[src/rtl/dct_pkg.sv]
// ============================================================================
// dct_pkg : shared DCT constants, coefficient type and 8-lane bus packing
// Revision: 1.0
// ============================================================================
`default_nettype none

package dct_pkg;

  localparam int DCT_N     = 8;
  localparam int DCT_IDX_W = 3;
  localparam int DCT_W     = 16;

  typedef logic signed [DCT_W-1:0] coef_t;

  // Lane k of an 8-lane bus occupies bits [k*w +: w].
  function automatic int lane_lsb(input int k, input int w);
    return k * w;
  endfunction

endpackage

`default_nettype wire

[src/rtl/dct_tbuf_bank.sv]
// ============================================================================
// dct_tbuf_bank : 8x8 coefficient array, row-write port and column-read port
// Revision: 1.0
// ============================================================================
`default_nettype none

module dct_tbuf_bank
  import dct_pkg::*;
#(
  parameter int W = 16,
  parameter int N = DCT_N
) (
  input  logic                 clk,
  input  logic                 we,
  input  logic [DCT_IDX_W-1:0] wr_row,
  input  logic [N*W-1:0]       wr_data,
  input  logic [DCT_IDX_W-1:0] rd_col,
  output logic [N*W-1:0]       rd_data
);

  // Storage is intentionally not reset; validity is tracked by the owner.
  logic [W-1:0] mem_q [N][N];
  logic [W-1:0] mem_d [N][N];

  always_comb begin
    mem_d = mem_q;
    if (we) begin
      for (int c = 0; c < N; c++) begin
        mem_d[wr_row][c] = wr_data[lane_lsb(c, W) +: W];
      end
    end
  end

  always_ff @(posedge clk) begin
    mem_q <= mem_d;
  end

  always_comb begin
    rd_data = '0;
    for (int r = 0; r < N; r++) begin
      rd_data[lane_lsb(r, W) +: W] = mem_q[r][rd_col];
    end
  end

endmodule

`default_nettype wire

[src/rtl/dct_transpose_buf.sv]
// ============================================================================
// dct_transpose_buf : ping-pong 8x8 transpose buffer between DCT row/col passes
// Revision: 1.0
// ============================================================================
`default_nettype none

module dct_transpose_buf
  import dct_pkg::*;
#(
  parameter int W = 16,
  parameter int N = 8
) (
  input  logic           clk,
  input  logic           reset,
  input  logic           in_valid,
  output logic           in_ready,
  input  logic [N*W-1:0] in_row,
  output logic           out_valid,
  input  logic           out_ready,
  output logic [N*W-1:0] out_col,
  output logic           out_last,
  output logic           blk_done
);

  generate
    if (N != DCT_N) begin : g_bad_n
      $error("dct_transpose_buf: N must be 8");
    end
  endgenerate

  localparam logic [DCT_IDX_W-1:0] LAST_IDX = DCT_IDX_W'(DCT_N - 1);

  logic                 wr_bank_q, wr_bank_d;
  logic [DCT_IDX_W-1:0] wr_row_q,  wr_row_d;
  logic                 rd_bank_q, rd_bank_d;
  logic [DCT_IDX_W-1:0] rd_col_q,  rd_col_d;
  logic [1:0]           full_q,    full_d;
  logic                 blk_done_q, blk_done_d;

  logic           in_fire;
  logic           out_fire;
  logic           set_full;
  logic           clr_full;
  logic [N*W-1:0] bank_rd [2];

  assign in_ready  = !full_q[wr_bank_q];
  assign out_valid = full_q[rd_bank_q];
  assign in_fire   = in_valid && in_ready;
  assign out_fire  = out_valid && out_ready;
  assign set_full  = in_fire && (wr_row_q == LAST_IDX);
  assign clr_full  = out_fire && (rd_col_q == LAST_IDX);

  assign out_col   = out_valid ? bank_rd[rd_bank_q] : '0;
  assign out_last  = out_valid && (rd_col_q == LAST_IDX);
  assign blk_done  = blk_done_q;

  generate
    for (genvar b = 0; b < 2; b++) begin : g_bank
      dct_tbuf_bank #(
        .W (W),
        .N (N)
      ) u_bank (
        .clk     (clk),
        .we      (in_fire && (wr_bank_q == 1'(b))),
        .wr_row  (wr_row_q),
        .wr_data (in_row),
        .rd_col  (rd_col_q),
        .rd_data (bank_rd[b])
      );
    end
  endgenerate

  always_comb begin
    wr_bank_d  = wr_bank_q;
    wr_row_d   = wr_row_q;
    rd_bank_d  = rd_bank_q;
    rd_col_d   = rd_col_q;
    full_d     = full_q;
    blk_done_d = clr_full;

    if (in_fire) begin
      wr_row_d = wr_row_q + 1'b1;
    end
    if (set_full) begin
      full_d[wr_bank_q] = 1'b1;
      wr_bank_d         = !wr_bank_q;
    end

    if (out_fire) begin
      rd_col_d = rd_col_q + 1'b1;
    end
    // Banks alternate, so set and clear never target the same flag.
    if (clr_full) begin
      full_d[rd_bank_q] = 1'b0;
      rd_bank_d         = !rd_bank_q;
    end
  end

  always_ff @(posedge clk or posedge reset) begin
    if (reset) begin
      wr_bank_q  <= 1'b0;
      wr_row_q   <= '0;
      rd_bank_q  <= 1'b0;
      rd_col_q   <= '0;
      full_q     <= '0;
      blk_done_q <= 1'b0;
    end else begin
      wr_bank_q  <= wr_bank_d;
      wr_row_q   <= wr_row_d;
      rd_bank_q  <= rd_bank_d;
      rd_col_q   <= rd_col_d;
      full_q     <= full_d;
      blk_done_q <= blk_done_d;
    end
  end

  a_no_set_clr_same_bank: assert property (
    @(posedge clk) disable iff (reset)
      !(set_full && clr_full && (wr_bank_q == rd_bank_q))
  );

endmodule

`default_nettype wire

[config.mk]
export PLATFORM = sky130hd
export DESIGN_NAME = dct_transpose_buf
export DESIGN_NICKNAME = d
export VERILOG_FILES = /design/src/rtl/dct_pkg.sv /design/src/rtl/dct_tbuf_bank.sv /design/src/rtl/dct_transpose_buf.sv
export SDC_FILE = /design/constraint.sdc
export NUM_CORES = 2
export LEC_CHECK = 0
export ABC_AREA = 1
export CELL_PAD_IN_SITES_DETAIL_PLACEMENT = 1
export CELL_PAD_IN_SITES_GLOBAL_PLACEMENT = 2
export CORE_MARGIN = 4
export CORE_UTILIZATION = 39
export CTS_BUF_LIST = sky130_fd_sc_hd__clkbuf_8
export CTS_CLUSTER_SIZE = 28
export DETAILED_ROUTE_END_ITERATION = 8
export GPL_TIMING_DRIVEN = 0
export PLACE_DENSITY_LB_ADDON = 0.25
export REMOVE_ABC_BUFFERS = 1
export SLEW_MARGIN = 40
export SYNTH_ARGS = -nofsm -noshare
export SYNTH_HDL_FRONTEND = slang
export SYNTH_SLANG_ARGS = --single-unit
[constraint.sdc]
create_clock -name clk -period 6.3 [get_ports clk]
set_input_delay 0.945 -clock clk [delete_from_list [all_inputs] [get_ports clk]]
set_output_delay 0.945 -clock clk [all_outputs]
set_load 0.005 [all_outputs]
# After elaboration in Yosys (flattened, before gate mapping)
# Cells that the tools add are included.
[totals] register_bits=2059 elab_cells=260
[classes] add_sub_neg=2 magnitude_cmp=8 eq_ne=2 muxes=94 bitwise_logic=7 n_reduce_logical=13
[op_table] op="$bwmux 1024" n=16
[op_table] op="$demux 128 s3" n=8
[op_table] op="$bmux 16 s3" n=16
[op_table] op="$mux 128" n=5
[op_table] op="$mux 16" n=33
[op_table] op="$mux 112" n=1
[op_table] op="$mux 96" n=1
[op_table] op="$mux 80" n=1
[op_table] op="$mux 64" n=1
[op_table] op="$mux 48" n=1
[op_table] op="$mux 32" n=1
[op_table] op="$logic_and 1x1->1" n=10
[op_table] op="$ge 4x4->1 const B" n=2
[op_table] op="$not 3->4" n=2
[op_table] op="$add 3x1->3 const B" n=2
[op_table] op="$eq 3x3->1 const B" n=2
[op_table] op="$mux 1" n=6
[op_table] op="$lt 1x2->1 const B" n=2
[op_table] op="$lt 4x1->1 const B" n=1
[op_table] op="$mux 2" n=2
[op_table] op="$logic_not 1->1" n=3
[op_table] op="$and 2x2->2" n=1
[op_table] op="$demux 1 s1" n=2
[op_table] op="$ge 1x1->1 const B" n=2
[op_table] op="other kinds (5)" n=5

# Longest topological paths before layout
[depth] word_depth=13 ltp_mapped=10 mapped_depth_nobuf=7

# By module
# Synthesis repeated with hierarchy kept, for this count alone.
[hier_totals] hier_cells=9947 hier_area_um2=94015.2
[modules_own_cells] mod="dct_tbuf_bank" instances=2 cells_each=4600 area_per_inst_um2=45376.0 seq_area_each_um2=30749.5
[modules_own_cells] mod="dct_transpose_buf" instances=1 cells_each=747 area_per_inst_um2=3263.1 seq_area_each_um2=275.3

# Least setup slack after synthesis
# No wires, ideal clock.
[synth_path] path_kind="input to register" start="input in_valid" end="register g_bank[0].u_bank.mem_q[0] in the netlist's numbering (enable)" setup_ns=0.617 t_arrival_ns=6.769 t_required_ns=5.683 setup_slack_ns=-1.086 cell_stages=3 path_cell_list="a21boi_2 -> nand2_1 -> nor2_1"
[synth_between] elab_chain_cells=2
[synth_lines] element="from (decl)" line_no="dct_transpose_buf.sv:15" rtl="input logic in_valid,"
[synth_lines] element="$logic_and 1x1->1" line_no="dct_transpose_buf.sv:48" rtl="assign in_fire = in_valid && in_ready;"
[synth_lines] element="$logic_and 1x1->1" line_no="dct_transpose_buf.sv:64" rtl=".we (in_fire && (wr_bank_q == 1'(b))),"
[synth_lines] element="to (signal assigned)" line_no="dct_tbuf_bank.sv:35" rtl="mem_q <= mem_d;"
[synth_lines] element="to (decl)" line_no="dct_tbuf_bank.sv:22" rtl="logic [W-1:0] mem_q [N][N];"
# No other way between the ends.
# A chain may end at the register's enable or synchronous reset.

# Worst setup path in the final report
[layout_path] start="register rd_col_q[2]" end="output out_col[20]"
[layout_between] elab_chain_cells=8
[layout_lines] element="from (decl)" line_no="dct_transpose_buf.sv:36" rtl="logic [DCT_IDX_W-1:0] rd_col_q, rd_col_d;"
[layout_lines] element="from (signal assigned)" line_no="dct_transpose_buf.sv:111" rtl="rd_col_q <= rd_col_d;"
[layout_lines] element="$not 3->4 (not written as such) (*)" line_no="dct_tbuf_bank.sv:41" rtl="rd_data[lane_lsb(r, W) +: W] = mem_q[r][rd_col];"
[layout_lines] element="$bmux 16 s3" line_no="dct_tbuf_bank.sv:41"
[layout_lines] element="$mux 16 (not written as such) (2 in series)" line_no="dct_tbuf_bank.sv:41"
[layout_lines] element="$mux 128 (not written as such) (*) (3 in series)" line_no="dct_transpose_buf.sv:53" rtl="assign out_col = out_valid ? bank_rd[rd_bank_q] : '0;"
[layout_lines] element="$mux 128 (*)" line_no="dct_transpose_buf.sv:53"
[layout_lines] element="to (decl)" line_no="dct_transpose_buf.sv:20" rtl="output logic [N*W-1:0] out_col,"
# Every way passes the cells marked *; elsewhere a longest branch is shown, timed or not. The select of a mux whose other input is x is not followed.

==> impl_metrics.yaml <==
logic_synthesis:
  part_of_the_yosys_area_used_for_sequential_elements_pct: 70.9
  syn_area_per_cell_um2: 10.6
  synth_edf_count: 2048
  synthesis.instances: 8231
  asyncSetResetFlopFracSynth_pct: 0.534
  total_of_flip_flops_plus_latches_after_synthesis: 2059
  synth-warning-count: 0
  netlist_area_pre_place_um2: 87100
  synthDistinctLibCells: 20
  synth-main-ff-cell: "sky130_fd_sc_hd__edfxtp_1"
grt:
  global_route_wire_length_before_repair_um: 407000
  grt_remaining_overflow: 0
  first_global_vias: 63602
  grt_use_total_pct: 23.5
  grt_max_degree: 85
  grt_antenna_before_repair: 30
timing:
  grt_setup_unrepaired: "false"
  total_count_of_hold_check_failures_in_the_final_report: 0
  worst_clock_skew_ps: 47.8
  worst_slew_margin_rel_pct: 40.9
  max_freq_ghz: 0.165
  min_period_ps: 6050
  setup_viol: 0
  timing_max_transition_violations_final: 0
  worst_pin_slew_ps: 883
  period_share_pct: 96.1
power_and_ir_drop:
  worst_ir_drop_vdd_mv: 0.273
  power-per-cell-area_nw_per_um2: 434
  leakage_nw: 42.6
clock_tree:
  clock_path_buffers: 4
  count_of_hold_fix_buffers_inserted_at_cts: 0
  clkTransAtPathRegs_ps: 60
  cts_root_buffer: "sky130_fd_sc_hd__clkbuf_8"
  clk_latency_ps: 1060
  tritoncts.num_buffers: 370
  htree_num_levels: 5
  cts_tree: "done"
  clock_sink_count: 2059
floorplanning:
  initial_core_util_pct: 39.2
  rows: 173
  core_region_area_um2: 222000
  floorplan.die_area_um2: 231000
  die_height_um: 481
  ios: 264
  die_w_um: 481
cells_and_area:
  final.fill_count: 23998
  num-nets-final: 8814
  final_cell_area_um2: 104000
  final-instance-count-excl-fill: 11919
  layout-area-overhead-vs-synth_pct: 19.1
  drive_gt1_share_pct: 8.61
route:
  route.vias.total: 60513
  finalWirelength_um: 273000
  drt_pass1_iterations: 6
  postRouteAntennaNets: 0
  avgViaCountPerCell: 5.08
  wire_per_inst_um: 22.9
  drc: 0
  drt_iter0_drcs: 4200
placement:
  weighted_congestion_reported_at_the_end_of_routability_driven_placement: 0.705
  postPlaceCellArea_um2: 97300
  dp.cells: 11272
  port_buffers: 263
  post-dp-hpwl_um: 164000
worst_setup_path:
  required_ps: 5350
  ff2ff_setup_slack_ps: 2850
  timing.critical_path.to_type: "primary output"
  r2r_cells: 9
  path_type_of_the_worst_setup_path: "reg2out"
  worst_setup_path_start_kind: "flop"
  worstPathArrival_ps: 5110
  timing.critical_path.fanout_max: 42
flow_run:
  timing.max_cap.violations: 0
hold_path:
  hp-class: "in2async"
run_status:
  outcome: "completed"
## sequential cells by signal, indices dropped and copies added (netlist names)
name and count:
g_bank.u_bank.mem_q 2048, rd_col_q 3, wr_row_q 3, full_q 2, blk_done 1, rd_bank_q 1
wr_bank_q 1
## cells by family (layout without fill, tap and decap cells)
logic type               count (synthesis)  in the layout  synth area share [%]
buffers and inverters                 1508           2207                  6.85
XOR/XNOR                                 4              4                0.0402
adder cells (fa/ha/maj)                  4              4                0.0575
AND/OR/NAND/NOR                       4518           4518                  21.3
other                                    0             14                     0
flip-flops                            2059           2059                  70.9
AO/OA/AOI/OAI                          138            138                 0.800
## what timing repair did
action                                  4_1_cts  5_1_grt
hold endpoints to repair                      0        0
resized for setup                            16        2
setup buffers                                 0        0
gates cloned                                  9        0
endpoints found under the setup margin       64        2
## path summary, 6_finish.rpt
check / startpoint / endpoint
min: reset / blk_done$_DFF_PP0_
max in group asynchronous: reset / rd_bank_q$_DFFE_PP0P_
min reg2reg: rd_col_q[0]$_DFFE_PP0P_ / rd_col_q[0]$_DFFE_PP0P_
max: rd_col_q[2]$_DFFE_PP0P_ / out_col[20]
max reg2reg: wr_bank_q$_DFFE_PP0N_ / g_bank[0].u_bank.mem_q[861]$_DFFE_PP_
min in group clk: in_row[16] / g_bank[1].u_bank.mem_q[992]$_DFFE_PP_
## layout make-up
class / count / area (um^2) / area share, %
Clock buffer: 381 / 5240 / 5.05
Inverter: 1057 / 4020 / 3.87
Clock inverter: 243 / 985 / 0.949
Sequential cell: 2059 / 61800 / 59.6
Multi-Input combinational cell: 4664 / 19600 / 18.9
Antenna cell: 14 / 35.0 / 0.0338
Tap cell: 2975 / 3720 / 3.59
Timing Repair Buffer: 526 / 8320 / 8.01
## stage by stage
step                utilization (%)  TNS (ps)  hold WS, ps  power (mW)  setup slack (ps)
floorplan                         -  -8927730          542        23.7            -51680
global placement               41.1         -          582        26.2           -172930
detailed placement             43.7         0          578        34.1               650
CTS                            46.7         0          105        45.7              65.7
global route                   46.7         0          193        47.8             0.855
finish                         46.7         0          215        45.1               248
## critical path, cell delays in order (launching register included)
cell and delay, ps:
sky130_fd_sc_hd__dfrtp_4 820, sky130_fd_sc_hd__buf_12 310, sky130_fd_sc_hd__buf_12 250, sky130_fd_sc_hd__buf_12 270, sky130_fd_sc_hd__clkinv_4 330, sky130_fd_sc_hd__buf_12 320, sky130_fd_sc_hd__buf_16 210, sky130_fd_sc_hd__nand3_1 120
sky130_fd_sc_hd__nand3_1 90, sky130_fd_sc_hd__a21oi_1 580, sky130_fd_sc_hd__clkdlybuf4s50_1 640
## cell usage in the layout (no fill, tap or decap), types with 5 or more instances in the layout
cell	synthesis	final
sky130_fd_sc_hd__buf_8	0	73
sky130_fd_sc_hd__nor2_4	0	16
sky130_fd_sc_hd__nor2_1	146	130
sky130_fd_sc_hd__clkdlybuf4s50_1	0	217
sky130_fd_sc_hd__nand2_1	3084	3084
sky130_fd_sc_hd__clkinv_2	1	22
sky130_fd_sc_hd__nand3_4	0	8
sky130_fd_sc_hd__edfxtp_1	2048	2048
sky130_fd_sc_hd__o21ai_0	8	8
sky130_fd_sc_hd__a21oi_2	0	16
sky130_fd_sc_hd__buf_16	0	120
sky130_fd_sc_hd__buf_2	224	46
sky130_fd_sc_hd__a21oi_1	128	112
sky130_fd_sc_hd__inv_1	1053	1190
sky130_fd_sc_hd__clkbuf_8	0	381
sky130_fd_sc_hd__dfrtp_1	11	7
sky130_fd_sc_hd__buf_12	0	61
sky130_fd_sc_hd__nand3_1	1288	1280
sky130_fd_sc_hd__diode_2	0	14
sky130_fd_sc_hd__bufbuf_16	0	9
sky130_fd_sc_hd__clkinvlp_4	0	5
sky130_fd_sc_hd__clkinv_1	1	77
## power breakdown
part / leakage [nW] / total [mW] / internal (mW) / switching (mW)
sequential: 18.6 / 16.1 / 15.8 / 0.278
combinational: 20.3 / 18.0 / 6.36 / 11.6
clock: 3.70 / 11.0 / 5.57 / 5.43
## cell usage after synthesis (2+ instances only)
| library cell | instances | area, um^2 |
|---|---|---|
| sky130_fd_sc_hd__buf_1 | 45 | 169 |
| sky130_fd_sc_hd__nor2_1 | 146 | 548 |
| sky130_fd_sc_hd__buf_4 | 3 | 22.5 |
| sky130_fd_sc_hd__ha_1 | 4 | 50.1 |
| sky130_fd_sc_hd__nand3_1 | 1288 | 6450 |
| sky130_fd_sc_hd__inv_2 | 2 | 7.51 |
| sky130_fd_sc_hd__clkbuf_1 | 177 | 664 |
| sky130_fd_sc_hd__dfrtp_1 | 11 | 275 |
| sky130_fd_sc_hd__a21oi_1 | 128 | 641 |
| sky130_fd_sc_hd__xor2_1 | 4 | 35.0 |
| sky130_fd_sc_hd__inv_1 | 1053 | 3950 |
| sky130_fd_sc_hd__nand2_1 | 3084 | 11600 |
| sky130_fd_sc_hd__buf_2 | 224 | 1120 |
| sky130_fd_sc_hd__buf_6 | 2 | 22.5 |
| sky130_fd_sc_hd__o21ai_0 | 8 | 40.0 |
| sky130_fd_sc_hd__edfxtp_1 | 2048 | 61500 |
## per-layer routing
metal	GRT usage, %	routed length, um
met2	40.1	135000
met1	30.9	118000
met3	4.02	13300
met5	0	36
met4	7.00	7090
No activity file was read; power rests on OpenSTA's default activity.
